File: src/rtl/riscv_pkg.sv
// Shared RISC-V core definitions: datapath width, canonical NOP, base opcodes
// and the instruction-fetch state encoding.
package riscv_pkg;

  localparam int XLEN = 32;

  localparam logic [31:0] NOP_INSTR = 32'h0000_0013;

  localparam logic [6:0] OPC_R      = 7'b0110011;
  localparam logic [6:0] OPC_LOAD   = 7'b0000011;
  localparam logic [6:0] OPC_STORE  = 7'b0100011;
  localparam logic [6:0] OPC_BRANCH = 7'b1100011;
  localparam logic [6:0] OPC_OP_IMM = 7'b0010011;
  localparam logic [6:0] OPC_JALR   = 7'b1100111;
  localparam logic [6:0] OPC_JAL    = 7'b1101111;

  typedef enum logic [2:0] {
    IDLE  = 3'd0,
    REQ   = 3'd1,
    WAIT  = 3'd2,
    DRAIN = 3'd3,
    HOLD  = 3'd4
  } fetch_state_t;

  // Opcode field of an instruction word.
  function automatic logic [6:0] opcode_of(input logic [31:0] instr);
    return instr[6:0];
  endfunction

endpackage

File: src/rtl/fetch_skid_buf.sv
// One-entry {pc, instr} holding register that parks a fetched word while
// decode is stalled.
module fetch_skid_buf #(
  parameter int XLEN = 32
) (
  input  logic            clk,
  input  logic            rst,
  input  logic            load,
  input  logic            clear,
  input  logic [XLEN-1:0] load_pc,
  input  logic [31:0]     load_instr,
  output logic            valid,
  output logic [XLEN-1:0] pc,
  output logic [31:0]     instr
);

  logic            valid_r;
  logic [XLEN-1:0] pc_r;
  logic [31:0]     instr_r;

  // Entry register; clear wins over load so a redirect always empties it.
  always_ff @(posedge clk) begin
    if (rst) begin
      valid_r <= 1'b0;
      pc_r    <= {XLEN{1'b0}};
      instr_r <= 32'h0000_0000;
    end else if (clear) begin
      valid_r <= 1'b0;
      pc_r    <= {XLEN{1'b0}};
      instr_r <= 32'h0000_0000;
    end else if (load) begin
      valid_r <= 1'b1;
      pc_r    <= load_pc;
      instr_r <= load_instr;
    end else begin
      valid_r <= valid_r;
      pc_r    <= pc_r;
      instr_r <= instr_r;
    end
  end

  assign valid = valid_r;
  assign pc    = pc_r;
  assign instr = instr_r;

endmodule

File: src/rtl/fetch_unit.sv
// Instruction fetch stage: PC, single-outstanding imem requests, IF/ID
// register with a one-entry skid buffer, and branch/jump redirects.
module fetch_unit #(
  parameter int                XLEN     = 32,
  parameter logic [XLEN-1:0]   RESET_PC = 32'h0000_0000
) (
  input  logic            clk,
  input  logic            rst,
  output logic            imem_req,
  output logic [XLEN-1:0] imem_addr,
  input  logic            imem_rvalid,
  input  logic [31:0]     imem_rdata,
  input  logic            id_stall,
  input  logic            redirect_valid,
  input  logic [XLEN-1:0] redirect_pc,
  output logic            if_valid,
  output logic [XLEN-1:0] if_pc,
  output logic [31:0]     if_instr,
  output logic [6:0]      if_opcode
);

  import riscv_pkg::*;

  localparam logic [XLEN-1:0] PC_STEP    = XLEN'(32'd4);
  localparam logic [XLEN-1:0] ALIGN_MASK = ~XLEN'(32'd3);

  fetch_state_t    state_r, state_n;
  logic [XLEN-1:0] pc_r, pc_n;
  logic [XLEN-1:0] pc_req_r, pc_req_n;
  logic            if_valid_r, if_valid_n;
  logic [XLEN-1:0] if_pc_r, if_pc_n;
  logic [31:0]     if_instr_r, if_instr_n;

  logic            accept_s;
  logic            skid_load_s;
  logic            skid_clear_s;
  logic            skid_valid_s;
  logic [XLEN-1:0] skid_pc_s;
  logic [31:0]     skid_instr_s;

  fetch_skid_buf #(.XLEN(XLEN)) u_skid (
    .clk        (clk),
    .rst        (rst),
    .load       (skid_load_s),
    .clear      (skid_clear_s),
    .load_pc    (pc_req_r),
    .load_instr (imem_rdata),
    .valid      (skid_valid_s),
    .pc         (skid_pc_s),
    .instr      (skid_instr_s)
  );

  // Next-state, PC and IF/ID update; a redirect overrides every other path.
  always_comb begin
    accept_s     = !if_valid_r || !id_stall;
    state_n      = state_r;
    pc_n         = pc_r;
    pc_req_n     = pc_req_r;
    if_valid_n   = if_valid_r && id_stall;
    if_pc_n      = if_pc_r;
    if_instr_n   = if_instr_r;
    skid_load_s  = 1'b0;
    skid_clear_s = 1'b0;

    if (redirect_valid) begin
      pc_n         = redirect_pc & ALIGN_MASK;
      if_valid_n   = 1'b0;
      skid_clear_s = 1'b1;
      // A request still in flight must be swallowed before fetching the target.
      if ((state_r == REQ) || ((state_r == WAIT) && !imem_rvalid)) begin
        state_n = DRAIN;
      end else begin
        state_n = REQ;
      end
    end else begin
      case (state_r)
        IDLE: begin
          state_n = REQ;
        end
        REQ: begin
          pc_req_n = pc_r;
          state_n  = WAIT;
        end
        WAIT: begin
          if (imem_rvalid) begin
            if (accept_s) begin
              if_valid_n = 1'b1;
              if_pc_n    = pc_req_r;
              if_instr_n = imem_rdata;
              pc_n       = pc_req_r + PC_STEP;
              state_n    = REQ;
            end else begin
              skid_load_s = 1'b1;
              state_n     = HOLD;
            end
          end else begin
            state_n = WAIT;
          end
        end
        HOLD: begin
          if (accept_s && skid_valid_s) begin
            if_valid_n   = 1'b1;
            if_pc_n      = skid_pc_s;
            if_instr_n   = skid_instr_s;
            pc_n         = skid_pc_s + PC_STEP;
            skid_clear_s = 1'b1;
            state_n      = REQ;
          end else begin
            state_n = HOLD;
          end
        end
        DRAIN: begin
          if (imem_rvalid) begin
            state_n = REQ;
          end else begin
            state_n = DRAIN;
          end
        end
        default: begin
          state_n = IDLE;
        end
      endcase
    end
  end

  // State, PC and IF/ID registers.
  always_ff @(posedge clk) begin
    if (rst) begin
      state_r    <= IDLE;
      pc_r       <= RESET_PC;
      pc_req_r   <= {XLEN{1'b0}};
      if_valid_r <= 1'b0;
      if_pc_r    <= {XLEN{1'b0}};
      if_instr_r <= NOP_INSTR;
    end else begin
      state_r    <= state_n;
      pc_r       <= pc_n;
      pc_req_r   <= pc_req_n;
      if_valid_r <= if_valid_n;
      if_pc_r    <= if_pc_n;
      if_instr_r <= if_instr_n;
    end
  end

  assign imem_req  = (state_r == REQ);
  assign imem_addr = pc_r;
  assign if_valid  = if_valid_r;
  assign if_pc     = if_pc_r;
  assign if_instr  = if_instr_r;
  assign if_opcode = opcode_of(if_instr_r);

endmodule
File: config.mk
export PLATFORM = sky130hd
export DESIGN_NAME = fetch_unit
export DESIGN_NICKNAME = d
export VERILOG_FILES = /design/src/rtl/riscv_pkg.sv /design/src/rtl/fetch_skid_buf.sv /design/src/rtl/fetch_unit.sv
export SDC_FILE = /design/constraint.sdc
export NUM_CORES = 1
export LEC_CHECK = 0
export CORE_UTILIZATION = 48
export CTS_BUF_LIST = sky130_fd_sc_hd__clkbuf_8
export DETAILED_ROUTE_END_ITERATION = 10
export HOLD_SLACK_MARGIN = 0.02
export PLACE_DENSITY = 0.78
export SYNTH_ARGS = -nofsm -noshare
export SYNTH_HDL_FRONTEND = slang
export SYNTH_SLANG_ARGS = --single-unit
File: constraint.sdc
create_clock -name clk -period 3.3 [get_ports clk]
set_input_delay 0.33 -clock clk [delete_from_list [all_inputs] [get_ports clk]]
set_output_delay 0.33 -clock clk [all_outputs]
set_load 0.05 [all_outputs]
==> metrics.md <==
| Metric | Value |
|---|---|
| Syn avg cell area | 7.72 um2 |
| Clock H-tree levels | 4 |
| Seq pwr share | 0.527 |
| RSZ-0062 raised after global routing | no |
| Sink Count | 197 |
| CTS clock-pin slew for the worst setup and hold paths | 110 ps |
| Pin count of the biggest net entering global routing | 86 |
| # IOs | 174 |
| Clock power share | 0.338 |
| Area Growth Syn to Fin | 24.7% |
| Total GRT Usage | 0.267 |
| Crit-path cells | or3b_2 > nand2_1 > nand2_1 > ha_1 > nand4_1 > nor4_1 > o22ai_2 > a211oi_2 > nor4_1 > a221o_1 |
| Hold Crit Endpoint | pc_req_r[30] |
| Post-synth cell types | 58 |
| Worst slew pin tran | 958 ps |
| Switch Pwr | 0.00140 W |
| Die width | 138 um |
| Peak VDD IR | 0.270 mV |
| Post-cts resize count | 0 |
| Worst Reg2Reg Path Length in Cells | 10 |
| Fraction of layout cells with a size suffix above 1 | 0.0591 |
| Async SR Flop Fraction | 0 |
| Residual DRC | 0 |
| Sw Ratio | 0.296 |
| Combinational Power Share | 0.135 |
| Critical Path End Type | flop |
| Postcts setup bufs | 0 |
| Min-Delay Path Class | in -> reg |
| Internal | 0.00333 W |
| Buf/Inv on CP | 0 |
| Latest clock arrival within the worst-skew pair | 470 ps |
| Final Cycle Share | 0.914 |
| Min Tclk post-route | 3020 ps |
| Initial core utilization | 0.490 |
| Global-route wire length before repair | 39600 um |
| Post-Route WL | 24700 um |
| Final nets | 1326 |
| DP HPWL | 16200 um |
| Routed Antenna Nets | 0 |
| Req. time, crit path | 3670 ps |
| Post-synth EDFFs | 0 |
| Post-synth top area cell | dfxtp_1 |
| Ranking of synthesized cells by area | dfxtp_1 45%, nand2_1 14%, a21oi_1 7.8% |
| R2R Path End | imem_addr[28] |
| Worst Path Arrival | 3380 ps |
| Max stage delay on crit path | 630 ps |
| R2R Setup Slk | 280 ps |
| CTS tree | built |
| Crit Path Category | reg -> reg |
| Die area | 18900 um2 |
| DR pass1 iterations | 6 |
| PortBufs | 171 |
| Slew headroom | 0.361 |
| Hold path cells | 2 |
| Die Ht | 138 um |
| Seq cells post-synth | 197 |
| Vias in the first global route | 7937 |
| Setup Viol. Count Final | 0 |
| Reg-to-reg startpoint | state_r[0] |
| Wirelength per Cell | 16.5 um |
| Post-synth top area share | 0.447 |
| Overflow after GRT | 0 |
| Largest buffer count on any clock path | 2 |
| Yosys warning total | 0 |
| Mapped Cells | 1144 |
| Pleak | 3.54 nW |
| Synth Flop Type | dfxtp_1 |
| Hold Startpoint | rst |
| Family with the most delay on the worst path | simple AND/OR/NAND/NOR gates |
| Area of the core | 18000 um2 |
| Status | complete, no violations |
| Final hold slack | 312 ps |
| Worst path slowest cell | dfxtp_1 |
| Post-Route Skew | 16.7 ps |
| Maxcap violations | 0 |
| Vias | 8513 |
| Row cnt | 49 |
| Fin. max-slew vios | 0 |
| Syn Nets | 1214 |
| CTS buffer count | 17 |
| Total power | 0.00474 W |
| Synth Cell Area | 8830 um2 |
| Initial antenna violation count | 0 |
| Pwr/cell area | 430 nW/um2 |
| Post-CTS Hold Buffers | 0 |
| Fin. Hold Viols | 0 |
| Setup tns final | 0 ps |
| Crit path max fanout | 12 |
| Sequential share of the synthesized area | 0.447 |
| CTS Root Cell | clkbuf_8 |
| Starting DRT DRC Count | 683 |
| Post-DR vias/cell | 5.68 |
| Worst setup SP type | flop |
| Fmax | 332 MHz |
| Routability congestion estimate | 0.945 |
| Diodes inserted | 0 |
cell usage after synthesis, drive strengths merged (4+ instances only):
master / n
buf: 38
nor4: 8
a221oi: 8
nor2: 110
nand4: 18
mux2i: 23
o21ai: 14
a311oi: 33
and3: 6
dfxtp: 197
xor2: 16
nor2b: 5
inv: 14
xnor2: 8
nand2: 318
o22ai: 7
nand3: 14
nor4b: 4
a2111oi: 5
a211oi: 26
a31oi: 8
nand2b: 4
a221o: 4
o32ai: 4
a21oi: 138
clkbuf: 62
nor3: 21
cell usage in the layout, fill, tap and decap left out, types with 7 or more instances in the layout:
cell	count
nand4_1	18
dfxtp_1	197
inv_1	14
nor2_1	108
o21ai_0	10
nand2_1	317
nor3_1	20
xor2_1	16
clkdlybuf4s50_1	169
a311oi_1	33
a221oi_1	7
clkbuf_8	18
a21oi_1	138
a211oi_1	24
buf_4	19
a31oi_1	8
xnor2_1	8
mux2i_1	23
nand3_1	14
worst register-to-register path: stages (launching register included):
cell	delay [ps]
dfxtp_1	630
or3b_2	250
nand2_1	60
nand2_1	90
ha_1	220
nand4_1	170
nor4_1	620
o22ai_2	270
a211oi_2	250
nor4_1	70
a221o_1	290
worst max-delay path by stage:
stage,startpoint,end,slack [ps],depth (start not counted)
2_1_floorplan,state_r[1],imem_addr[28],110,15
5_1_grt,state_r[0],imem_addr[18],100,10
6_report,state_r[0],imem_addr[28],280,10
4_1_cts,state_r[0],imem_addr[28],340,10
3_3_place_gp,state_r[0],imem_addr[28],410,10
3_5_place_dp,state_r[0],imem_addr[28],370,10
registers in the layout, indices dropped and copies added, names as in the netlist:
register      cells
if_valid          1
pc_req_r         32
u_skid.pc        32
state_r           3
imem_addr        32
u_skid.valid      1
if_pc            32
u_skid.instr     32
if_instr         32
cell type report:
cell class / instances / area (um2)
clock buffers: 18 / 248
well taps: 229 / 287
repair buffers: 193 / 1920
fillers: 1630 / 7010
flip-flops and latches: 197 / 3940
inverters: 14 / 52.6
multi-input cells: 833 / 4400
clock inverters: 14 / 158
metal layers:
metal  global-route usage  part of all wire
met2                0.441              0.48
met4                0.104             0.023
met5                    0                 0
met3               0.0585             0.073
met1                0.337              0.43
per-stage QoR:
stage | worst slack [ps] | std cells | area (um2) | util
CTS | 341 | 1498 | 11000 | 0.611
global route | 101 | 1498 | 11000 | 0.611
finish | 284 | 1498 | 11000 | 0.611
floorplan | 111 | 1144 | 8830 | -
detailed placement | 366 | 1466 | 10600 | 0.588
global placement | 413 | 1466 | 10600 | 0.588
power groups by stage:
stage	Clock [W]	Sequential [W]	Combinational, W
4_1_cts	0.00163	0.00250	0.000643
3_5_place_dp	0	0.00255	0.000640
5_1_grt	0.00172	0.00251	0.000683
3_3_place_gp	0	0.00255	0.000636
6_report	0.00160	0.00250	0.000642
2_1_floorplan	0	0.00271	0.000224
kinds of logic after synthesis:
family	synth area share
multiplexers	0.0286
AND/OR/NAND/NOR	0.252
buffers and inverters	0.0581
AO/OA/AOI/OAI	0.190
XOR/XNOR	0.0238
flip-flops	0.447
adder cells (fa/ha/maj)	0.00142
(Power assumes the default switching activity.)
